--- src/rtl/inv_seq_pkg.sv ---
// Shared definitions for the inverter output sequencer: state encoding,
// default timing constants and the saturating timer helper.
package inv_seq_pkg;

    // Sequencer states; codes 5..7 are unused and recover to ST_FAULT.
    typedef enum logic [2:0] {
        ST_IDLE     = 3'd0,
        ST_CLOSE    = 3'd1,
        ST_RUN      = 3'd2,
        ST_STOPPING = 3'd3,
        ST_FAULT    = 3'd4
    } seq_state_t;

    // Default timing, in CLK0 cycles at 50 MHz.
    localparam int DEF_DEB_CNT = 50;      // 1 us fault qualification
    localparam int DEF_T_CLOSE = 50000;   // contactor close -> PWM enable
    localparam int DEF_T_OPEN  = 50000;   // PWM disable -> contactor open
    localparam int DEF_T_TRIP  = 25000;   // breaker trip pulse width
    localparam int DEF_INT_W   = 500;     // DSP interrupt pulse width

    localparam int TMR_W = 16;            // single shared state timer width
    localparam int N_FLT = 4;             // bridge A/B/C + overtemperature

    // Increment that sticks at all-ones instead of wrapping to zero.
    function automatic logic [TMR_W-1:0] tmr_sat_inc(input logic [TMR_W-1:0] val);
        return (val == {TMR_W{1'b1}}) ? val : val + 1'b1;
    endfunction

endpackage

--- src/rtl/flt_debounce.sv ---
// Single-bit fault qualifier: the output rises once the raw input has been
// high for DEB_CNT consecutive samples and drops on the first low sample.
module flt_debounce
#(
    parameter int DEB_CNT = 50
)
(
    input  logic CLK0,
    input  logic RSTn,
    input  logic RAW,
    output logic QUAL
);

    localparam int CNT_W = $clog2(DEB_CNT + 1);
    localparam logic [CNT_W-1:0] DEB_MAX  = CNT_W'(DEB_CNT);
    localparam logic [CNT_W-1:0] DEB_LAST = CNT_W'(DEB_CNT - 1);

    logic [CNT_W-1:0] cnt_reg;
    logic             qual_reg;

    // Count consecutive high samples; any low sample restarts the count.
    always_ff @(posedge CLK0) begin
        if (!RSTn) begin
            cnt_reg  <= '0;
            qual_reg <= 1'b0;
        end else if (!RAW) begin
            cnt_reg  <= '0;
            qual_reg <= 1'b0;
        end else begin
            if (cnt_reg != DEB_MAX) begin
                cnt_reg <= cnt_reg + 1'b1;
            end
            // This sample is the DEB_CNT-th (or later) consecutive high one.
            qual_reg <= (cnt_reg >= DEB_LAST);
        end
    end

    assign QUAL = qual_reg;

endmodule

--- src/rtl/inv_output_sequencer.sv ---
// Inverter output sequencer: orders contactor close / PWM enable on start,
// PWM disable / contactor open on stop, trips the breaker on any qualified
// fault and pulses INT1 to the DSP on every state change.
module inv_output_sequencer
    import inv_seq_pkg::*;
#(
    parameter int DEB_CNT = DEF_DEB_CNT,
    parameter int T_CLOSE = DEF_T_CLOSE,
    parameter int T_OPEN  = DEF_T_OPEN,
    parameter int T_TRIP  = DEF_T_TRIP,
    parameter int INT_W   = DEF_INT_W
)
(
    input  logic       CLK0,
    input  logic       RSTn,
    input  logic       START_REQ,
    input  logic       STOP_REQ,
    input  logic       FLT_CLR,
    input  logic [3:0] FAULT_IN,
    output logic       CONTACTOR_ON,
    output logic       PWM_EN,
    output logic       BREAKER_TRIP,
    output logic [2:0] STATE,
    output logic [3:0] FAULT_CODE,
    output logic       INT1
);

    // Timer values on the last cycle of a timed state, and pulse lengths.
    localparam logic [TMR_W-1:0] CLOSE_LAST = TMR_W'(T_CLOSE - 1);
    localparam logic [TMR_W-1:0] OPEN_LAST  = TMR_W'(T_OPEN - 1);
    localparam logic [TMR_W-1:0] TRIP_LEN   = TMR_W'(T_TRIP);
    localparam logic [TMR_W-1:0] INT_LAST   = TMR_W'(INT_W - 1);

    logic [N_FLT-1:0] flt_qual;
    logic             any_flt;

    seq_state_t       state_reg;
    seq_state_t       state_next;
    logic [TMR_W-1:0] timer_reg;
    logic [TMR_W-1:0] timer_next;
    logic             contactor_reg;
    logic             pwm_reg;
    logic             trip_reg;
    logic [3:0]       fault_code_reg;
    logic             chg_reg;
    logic [TMR_W-1:0] int_cnt_reg;
    logic             int1_reg;

    // One qualifier per raw fault input.
    generate
        for (genvar gi = 0; gi < N_FLT; gi++) begin : g_deb
            flt_debounce #(
                .DEB_CNT (DEB_CNT)
            ) u_flt_debounce (
                .CLK0 (CLK0),
                .RSTn (RSTn),
                .RAW  (FAULT_IN[gi]),
                .QUAL (flt_qual[gi])
            );
        end
    endgenerate

    assign any_flt = |flt_qual;

    // Next-state decode: fault beats stop, stop beats start.
    always_comb begin
        state_next = state_reg;
        if ((state_reg != ST_FAULT) && any_flt) begin
            state_next = ST_FAULT;
        end else begin
            case (state_reg)
                ST_IDLE: begin
                    if (START_REQ && !STOP_REQ) begin
                        state_next = ST_CLOSE;
                    end
                end
                ST_CLOSE: begin
                    if (STOP_REQ) begin
                        state_next = ST_STOPPING;
                    end else if (timer_reg == CLOSE_LAST) begin
                        state_next = ST_RUN;
                    end
                end
                ST_RUN: begin
                    if (STOP_REQ) begin
                        state_next = ST_STOPPING;
                    end
                end
                ST_STOPPING: begin
                    if (timer_reg == OPEN_LAST) begin
                        state_next = ST_IDLE;
                    end
                end
                ST_FAULT: begin
                    // Clear only once the trip pulse is over and nothing is qualified.
                    if (FLT_CLR && !trip_reg && !any_flt) begin
                        state_next = ST_IDLE;
                    end
                end
                default: begin
                    state_next = ST_FAULT;
                end
            endcase
        end
    end

    // The timer restarts from zero on every state entry.
    assign timer_next = (state_next != state_reg) ? '0 : tmr_sat_inc(timer_reg);

    // State, timer and all outputs registered from the decoded next state.
    always_ff @(posedge CLK0) begin
        if (!RSTn) begin
            state_reg      <= ST_IDLE;
            timer_reg      <= '0;
            contactor_reg  <= 1'b0;
            pwm_reg        <= 1'b0;
            trip_reg       <= 1'b0;
            fault_code_reg <= '0;
            chg_reg        <= 1'b0;
        end else begin
            state_reg      <= state_next;
            timer_reg      <= timer_next;
            contactor_reg  <= (state_next == ST_CLOSE) || (state_next == ST_RUN) ||
                              (state_next == ST_STOPPING);
            pwm_reg        <= (state_next == ST_RUN);
            trip_reg       <= (state_next == ST_FAULT) && (timer_next < TRIP_LEN);
            // Accumulate qualified faults while in FAULT; leaving FAULT clears them.
            fault_code_reg <= (state_next == ST_FAULT) ? (fault_code_reg | flt_qual) : '0;
            chg_reg        <= (state_next != state_reg);
        end
    end

    // DSP interrupt: starts the cycle after a state change, restarts on a new change.
    always_ff @(posedge CLK0) begin
        if (!RSTn) begin
            int1_reg    <= 1'b0;
            int_cnt_reg <= '0;
        end else if (chg_reg) begin
            int1_reg    <= 1'b1;
            int_cnt_reg <= INT_LAST;
        end else if (int_cnt_reg != '0) begin
            int_cnt_reg <= int_cnt_reg - 1'b1;
        end else begin
            int1_reg <= 1'b0;
        end
    end

    assign CONTACTOR_ON = contactor_reg;
    assign PWM_EN       = pwm_reg;
    assign BREAKER_TRIP = trip_reg;
    assign STATE        = state_reg;
    assign FAULT_CODE   = fault_code_reg;
    assign INT1         = int1_reg;

endmodule
--- config.mk ---
export PLATFORM = sky130hd
export DESIGN_NAME = inv_output_sequencer
export DESIGN_NICKNAME = d
export VERILOG_FILES = /design/src/rtl/inv_seq_pkg.sv /design/src/rtl/flt_debounce.sv /design/src/rtl/inv_output_sequencer.sv
export SDC_FILE = /design/constraint.sdc
export NUM_CORES = 1
export LEC_CHECK = 0
export BUFFER_PORTS_ARGS = -buffer_cell sky130_fd_sc_hd__buf_4
export CELL_PAD_IN_SITES_DETAIL_PLACEMENT = 0
export CELL_PAD_IN_SITES_GLOBAL_PLACEMENT = 1
export CORE_UTILIZATION = 42
export DETAILED_ROUTE_END_ITERATION = 10
export PLACE_DENSITY = 0.77
export SLEW_MARGIN = 20
export SYNTH_ARGS = -nofsm -noshare
export SYNTH_HDL_FRONTEND = slang
export SYNTH_HIERARCHICAL = 1
export SYNTH_SLANG_ARGS = --single-unit
--- constraint.sdc ---
create_clock -name CLK0 -period 1.94 [get_ports CLK0]
set_clock_uncertainty 0.05 [all_clocks]
set_input_delay 0.194 -clock CLK0 [delete_from_list [all_inputs] [get_ports CLK0]]
set_output_delay 0.194 -clock CLK0 [all_outputs]
set_load 0.1 [all_outputs]
==> results of run 1 <==
-- critical path, stage by stage, from the launching register on --
cell and delay [ns]:
dfxtp_2 0.36, buf_4 0.13, nand4_2 0.09, buf_4 0.18, or3_1 0.34, o31ai_1 0.20, nand2_1 0.09, a31oi_1 0.22
a31oi_1 0.11
-- per-layer routing --
layer,GRT usage,vias up,share of wire
met3,0.0353,11,0.031
li1,-,1690,-
met2,0.307,54,0.47
met1,0.238,1537,0.48
met4,0.0699,0,0.016
met5,0,-,0
-- cells in the mapped netlist, types with 3 or more instances --
| master | count | area, um2 |
|---|---|---|
| dfxtp_1 | 72 | 1440 |
| nor3b_1 | 5 | 37.5 |
| and2_1 | 4 | 25.0 |
| and3_1 | 5 | 31.3 |
| inv_1 | 15 | 56.3 |
| nor2_1 | 44 | 165 |
| or3_1 | 9 | 56.3 |
| a31oi_1 | 7 | 43.8 |
| a21oi_1 | 24 | 120 |
| ha_1 | 19 | 238 |
| and4bb_4 | 4 | 65.1 |
| nand2_1 | 36 | 135 |
| and2_4 | 4 | 35.0 |
| nor4_1 | 4 | 25.0 |
| nand4_1 | 10 | 62.6 |
| nand2b_1 | 4 | 25.0 |
| or2_2 | 3 | 18.8 |
| clkbuf_1 | 3 | 11.3 |
| a311oi_1 | 3 | 26.3 |
| xnor2_1 | 16 | 140 |
| and4_1 | 3 | 26.3 |
| xor2_1 | 17 | 149 |
| nor2b_1 | 6 | 37.5 |
| nor4b_1 | 6 | 52.6 |
| buf_2 | 6 | 30.0 |
| nand3_1 | 23 | 115 |
| o21a_1 | 4 | 30.0 |
| o21ai_1 | 6 | 30.0 |
| nor3_1 | 20 | 100 |
| buf_4 | 3 | 22.5 |
| nand3_2 | 5 | 50.1 |
| o21ai_0 | 10 | 50.1 |
-- what timing repair did --
| action | CTS | global route |
|---|---|---|
| gates resized for setup | 3 | 26 |
| pin swaps | 1 | 10 |
| setup buffers | 0 | 4 |
| setup endpoints to repair | 12 | 26 |
-- logic make-up (layout without fill, tap and decap cells) --
| logic type | after synthesis | after routing | share of synthesized area |
|---|---|---|---|
| simple gates | 213 | 213 | 0.326 |
| flops | 72 | 72 | 0.375 |
| compound gates | 71 | 71 | 0.118 |
| xor+xnor | 33 | 33 | 0.0752 |
| buf+inv | 30 | 99 | 0.0384 |
| fa+ha+maj | 19 | 19 | 0.0619 |
| mux | 2 | 2 | 0.00554 |
-- path summary, 6_finish.rpt --
kind                                                    startpoint                           end
worst max-delay path                                  timer_reg[4]                  BREAKER_TRIP
worst min-delay path                                          RSTn                int_cnt_reg[5]
worst max register to register                        timer_reg[4]                  BREAKER_TRIP
worst min register to register  g_deb[1].u_flt_debounce/cnt_reg[5]  g_deb[1].u_flt_debounce/QUAL
-- final cells by class --
class | count | area [um2]
Tap cell | 108 | 135
Clock buffer | 10 | 138
Multi-Input combinational cell | 338 | 2360
Fill cell | 809 | 4060
Inverter | 15 | 56.3
Sequential cell | 72 | 1460
Timing Repair Buffer | 68 | 522
Clock inverter | 6 | 67.6
-- power by group --
group / internal, mW / switching (mW)
logic: 0.729 / 0.714
clock network: 0.633 / 0.602
registers: 1.64 / 0.141
-- per-stage QoR --
step,hold slack (ns),instances,setup TNS (ns)
global placement,0.408,597,0
global route,0.135,617,-0.0882
finish,0.145,617,0
detailed placement,0.412,597,-0.0412
CTS,0.142,613,-0.00424
floorplan,0.364,440,0
==> results list, run 1 <==
* Most common cell after layout, fill and taps aside: buf_4
- For flop-to-flop paths, the worst setup slack is 0.04 ns.
- During synthesis, Yosys emitted a total of 6 warnings.
- Reported max-cap violation count: 0
* Number of distinct library cells after synthesis: 61
- Drt total wl: 8270 um
* RSZ-0062 raised after global routing: yes
- In this run the tightest slew margin relative to its limit is 0.696.
* Post-synthesis cell count: 440
* Fraction of synthesis flops using an asynchronous set or reset pin: 0
- The flow ran to the end, and the final reports show no timing, DRC or antenna violations.
* Required time at the endpoint of the critical path: 2.12 ns
- Floorplan Core Area: 8810 um2
- Cell at the root of the clock tree: clkbuf_8
* Highest attainable clock frequency: 527 MHz
- In this run the remaining antenna-violating nets after routing total 0.
* Port bufs: 19
- The H-tree generated during clock tree synthesis spans 3 levels.
- The average instance in the mapped netlist occupies 8.73 um2.
- Area after DPL: 4390 um2
- OpenSTA, run right after detailed placement, puts the worst setup slack at -0.0189 ns.
- The final hold violation count was 0.
* Final max-slew violation count: 0
- The total overflow left after global routing is 0.
- The worst setup path is launched from a flop.
- In this run the cell area of the synthesized design comes to 3840 um2.
* Clock slew at the register clock pins of the worst setup and hold paths: 0.08 ns
* Capturing element type of the critical path: flop
- The number of antenna diodes in the final layout is 0.
* Slew at the pin closest to its max-slew limit: 0.453 ns
- Worst supply voltage drop on vdd: 0.456 mV
- Wire length per cell: 13.4 um
* Clock latency reported for the late side of the worst-skew pair: 0.35 ns
* Data arrival time at the worst-slack endpoint: 2.08 ns
* Path depth of the worst reg2reg path: 8
- The critical path in this run is classified as reg2reg.
- Die W: 97.7 um
* Sequential-to-total area share from yosys stat: 0.375
* Number of flip-flops in the largest register: 24
* Maximum number of pins on one net before global-route repair: 18
- Worst Path Max Fanout: 5
* GRT Util Overall: 0.185
* CTS sink cnt: 72
* Count of TritonRoute iterations in the first routing pass: 5
* Standard-cell rows: 34
- PnR worst setup slack: 0.0442 ns
- After detailed routing, the number of remaining DRC violations is 0.
- Fraction of final layout cells with drive strength greater than 1: 0.285
* Number of enable-type register cells in the synthesized netlist: 0
* Total of endpoints with negative setup slack in the final report: 0
- Clock buffers created by TritonCTS: 9
- The top cell types in the final layout, fill and taps aside, are 65 x buf_4, 59 x dfxtp_1, 44 x nor2_1.
- The analysis attributes to cell leakage a power of 1.81 nW.
- Starting utilization of the core area: 0.436
- Most common flop cell mapped by yosys: dfxtp_1
- Hold Path Cell Cnt: 2
- Routed via count: 3292
* Last weighted congestion value of the routability-driven placer: 0.838
- The die covers 9540 um2.
- Syn nets: 468
- Of the available clock period, the critical path in the final layout requires 0.977.
- Number of nets in the layout: 532
- In the routed layout, each cell is associated on average with a via count of 5.34.
- The completed layout was analyzed and its total power is 4.46 mW.
- Global-route wire length before repair: 14200 um
- At the end of the flow the core is filled with cells to 0.539.
* Register bit count reported by yosys: 72
- Post-DP HPWL: 6100 um
- During I/O placement, the number of pins put on the boundary was 20.
- The clock passes through at most 2 buffers.
- Count of hold-fix buffers inserted at cts: 0
- Post-layout instance area: 4740 um2
* Post-route minimum period: 1.90 ns
- The min-delay analysis places its worst path in the category in2reg.
- The initial antenna violation count was 0.
* Syn-to-layout area delta: 23.4%
- The number of global-route vias before repair is 3115.
- TritonCTS built the clock tree.
- Die height: 97.7 um
* Power density over cell area: 940 nW/um2
- DRC marker count from the first detailed-route iteration: 81
Note: power is estimated with default switching activity, not from simulation.
==> run 2: changes to the inputs <==
--- a/config.mk
+++ b/config.mk
@@ -11,6 +11,7 @@
 export CORE_UTILIZATION = 42
 export DETAILED_ROUTE_END_ITERATION = 10
 export PLACE_DENSITY = 0.77
+export SETUP_SLACK_MARGIN = 0.05
 export SLEW_MARGIN = 20
 export SYNTH_ARGS = -nofsm -noshare
 export SYNTH_HDL_FRONTEND = slang
==> run 2 against run 1 <==
  * Cell area up 2.9%
  * Worst hold slack improved by 0.019 ns
  * Clock power grew 9%
  * Sequential cell count unchanged
  * First-iteration DRC count up 8.6%
  * Via count grew 1.1%
  * Die area did not move
  * Worst setup slack got worse by 0.036 ns
  * Core utilization is 1.5 points higher
  * Wire length grew 3.6%
  * Register-to-register slack worse by 0.04 ns
==> results list, run 2 (synthesized netlist as in run 1, its figures left out) <==
- Post-DP HPWL: 6130 um (+0.61%)
- The maximum VDD drop is 0.469 mV (+2.8%).
* Reg-to-reg critical path startpoint: timer_reg[11]
- The max-slew violation count was 0 (unchanged).
* Vias in the first global route: 3240 (+4.0%)
- Syn-to-layout area delta: 27.0%
- Remaining DRCs: 0 (unchanged)
- Leak Pwr: 1.87 nW (+3.1%)
- The number of nets still failing antenna checks after routing is 0 (unchanged).
- The required time reported for the critical path endpoint came to 2.12 ns (about the same).
* Critical path origin: timer_reg[11]
* Initial antenna violation count: 0 (unchanged)
* Clock latency reported for the late side of the worst-skew pair: 0.35 ns (about the same)
* Post-route minimum period: 1.93 ns (+0.0359 ns)
* Total of endpoints with negative setup slack in the final report: 0 (unchanged)
- The actual slew at the worst max-slew pin is 0.346 ns (-0.107 ns).
- Die height: 97.7 um (unchanged)
* Routed via count: 3328 (+1.1%)
- Number of flip-flops in the largest register: 24 (unchanged)
* Most common cell after layout, fill and taps aside: buf_4
* Highest-count cells in the layout ignoring fill and taps: 74 x buf_4, 56 x dfxtp_1, 41 x nor2_1
- Reg-to-reg endpoint: BREAKER_TRIP
* Per-cell via count in the routed design: 5.32 (-0.36%)
* Clock buffers created by TritonCTS: 9 (unchanged)
- Last weighted congestion value of the routability-driven placer: 0.794 (-5.3%)
- DRC marker count from the first detailed-route iteration: 88 (+8.6%)
* Maximum level of the CTS H-tree: 3 (unchanged)
* Number of nets in the layout: 541 (+1.7%)
- The post-route worst hold slack came to 0.165 ns (+0.0192 ns).
* Floorplan Core Area: 8810 um2 (unchanged)
- End of the critical path: BREAKER_TRIP
- Highest attainable clock frequency: 518 MHz (-1.9%)
- CTS sink cnt: 72 (unchanged)
- Starting utilization of the core area: 0.436 (unchanged)
- Drt total wl: 8570 um (+3.6%)
- The final critical-path share of the clock period was 0.996 (+0.0185).
- Standard-cell rows: 34 (unchanged)
- The full die area is 9540 um2 (unchanged).
* Worst Path Max Fanout: 5 (unchanged)
- STA classifies the critical path endpoint as a flop.
* Critical path type: reg2reg
* Number of top-level pins: 20 (unchanged)
- The path class of the tightest hold or removal check is in2reg.
- Setup repair after global routing could not meet its margin everywhere.
- Die W: 97.7 um (unchanged)
* Global route total overflow: 0 (unchanged)
- The number of detailed-routing iterations run before antenna repair is 4 (-1).
* Reported max-cap violation count: 0 (unchanged)
- Final Instance Count excl. Fillers: 626 (+1.5%)
- The run finished with clean final reports.
- The maximum number of pins on one net before global-route repair is 18 (unchanged).
- Final hold vios: 0 (unchanged)
- Cell at the root of the clock tree: clkbuf_8
* Count of hold-fix buffers inserted at cts: 0 (unchanged)
- The filler cell count is 814 (+0.62%).
- Setup_tns: 0 ns (unchanged)
* GRT Util Overall: 0.191 (+0.00593)
* Global-route wire length before repair: 14800 um (+4.0%)
* Clock slew at the register clock pins of the worst setup and hold paths: 0.08 ns (about the same)
- Fraction of final layout cells with drive strength greater than 1: 0.317 (+0.0317)
* Data arrival time at the worst-slack endpoint: 2.11 ns (+0.03 ns)
* Power density over cell area: 950 nW/um2 (+1.0%)
- The clock tree buffer depth is 2 (unchanged).
* Path depth of the worst reg2reg path: 6 (-2)
- The cell count after placement was 601 (+0.67%).
* Diodes inserted: 0 (unchanged)
- Sort of element at the start of the critical path: flop
- The routed length per placed instance came to 13.7 um (+2.1%).
- Headroom to the max-slew limit: 0.766 (+0.0703)
* Port bufs: 19 (unchanged)
- R2r setup slk: 0.008 ns (-0.04 ns)
- The startpoint identified for the worst hold timing path is FAULT_IN[0].
- Clock tree from TritonCTS: built
[run 2: cell count changes in the layout (fill, tap and decap cells not counted), moves of 2 or more]
| cell | delta |
|---|---|
| buf_4 | +9 |
| a21boi_0 | -2 |
| dfxtp_4 | +2 |
| dfxtp_1 | -3 |
| nor2_2 | +3 |
| nor3_2 | +2 |
| nor2_1 | -3 |
| a21boi_1 | +2 |
[run 2: per-stage QoR]
stage / total power, mW / worst slack, ns / cell area, um2 / util
after global placement: 3.04 / 0.00229 / 4440 / 0.504
after CTS: 4.47 / 0.0261 / 4730 / 0.537
after floorplan: 2.68 / 0.0588 / 3890 / -
after global routing: 4.94 / -0.0989 / 4880 / 0.554
after detailed placement: 3.07 / -0.0276 / 4440 / 0.504
final: 4.63 / 0.00827 / 4880 / 0.554
[run 2: area by class of cell]
class	instances	area (um2)	area share
clock buffer	9	124	0.0254
clock inverter	7	104	0.0213
inverter	15	56.3	0.0115
multi-input combinational	339	2410	0.495
sequential	72	1470	0.301
tap	108	135	0.0277
timing repair buffer	76	578	0.118
[run 2: timing repair]
action	4_1_cts	5_1_grt
resized for setup	8	30
hold endpoints to repair	0	0
setup endpoints to repair	23	33
pin swaps	6	17
cloned	0	1
setup buffers	2	6
[run 2: metal layers]
layer | part of all wire | vias to the layer above | GRT usage
li1 | - | 1719 | -
met1 | 0.45 | 1557 | 0.230
met2 | 0.51 | 40 | 0.330
met3 | 0.033 | 12 | 0.0547
met4 | 0.014 | 0 | 0.0548
met5 | 0 | - | 0
[run 2: power by group]
group | switching (mW) | internal (mW) | total (mW)
registers | 0.151 | 1.64 | 1.79
clock network | 0.613 | 0.739 | 1.35
logic | 0.751 | 0.738 | 1.49
total | 1.52 | 3.12 | 4.63
[run 2: how the worst min path moves through the flow]
stage / to / slack (ns) / cells after the start
2_1_floorplan: g_deb[0].u_flt_debounce/cnt_reg[5] / 0.36 / 2
3_3_place_gp: FAULT_CODE[3] / 0.41 / 2
3_5_place_dp: FAULT_CODE[2] / 0.41 / 2
4_1_cts: int_cnt_reg[7] / 0.15 / 2
5_1_grt: int_cnt_reg[7] / 0.17 / 2
6_report: g_deb[0].u_flt_debounce/cnt_reg[4] / 0.16 / 3
[run 2: worst max-delay path, stage by stage, from the launching register on]
cell and delay [ns]:
dfxtp_1 0.44, nand4_1 0.16, or4_4 0.57, a21oi_2 0.12, a311oi_1 0.07, o211ai_1 0.29, a31oi_2 0.12
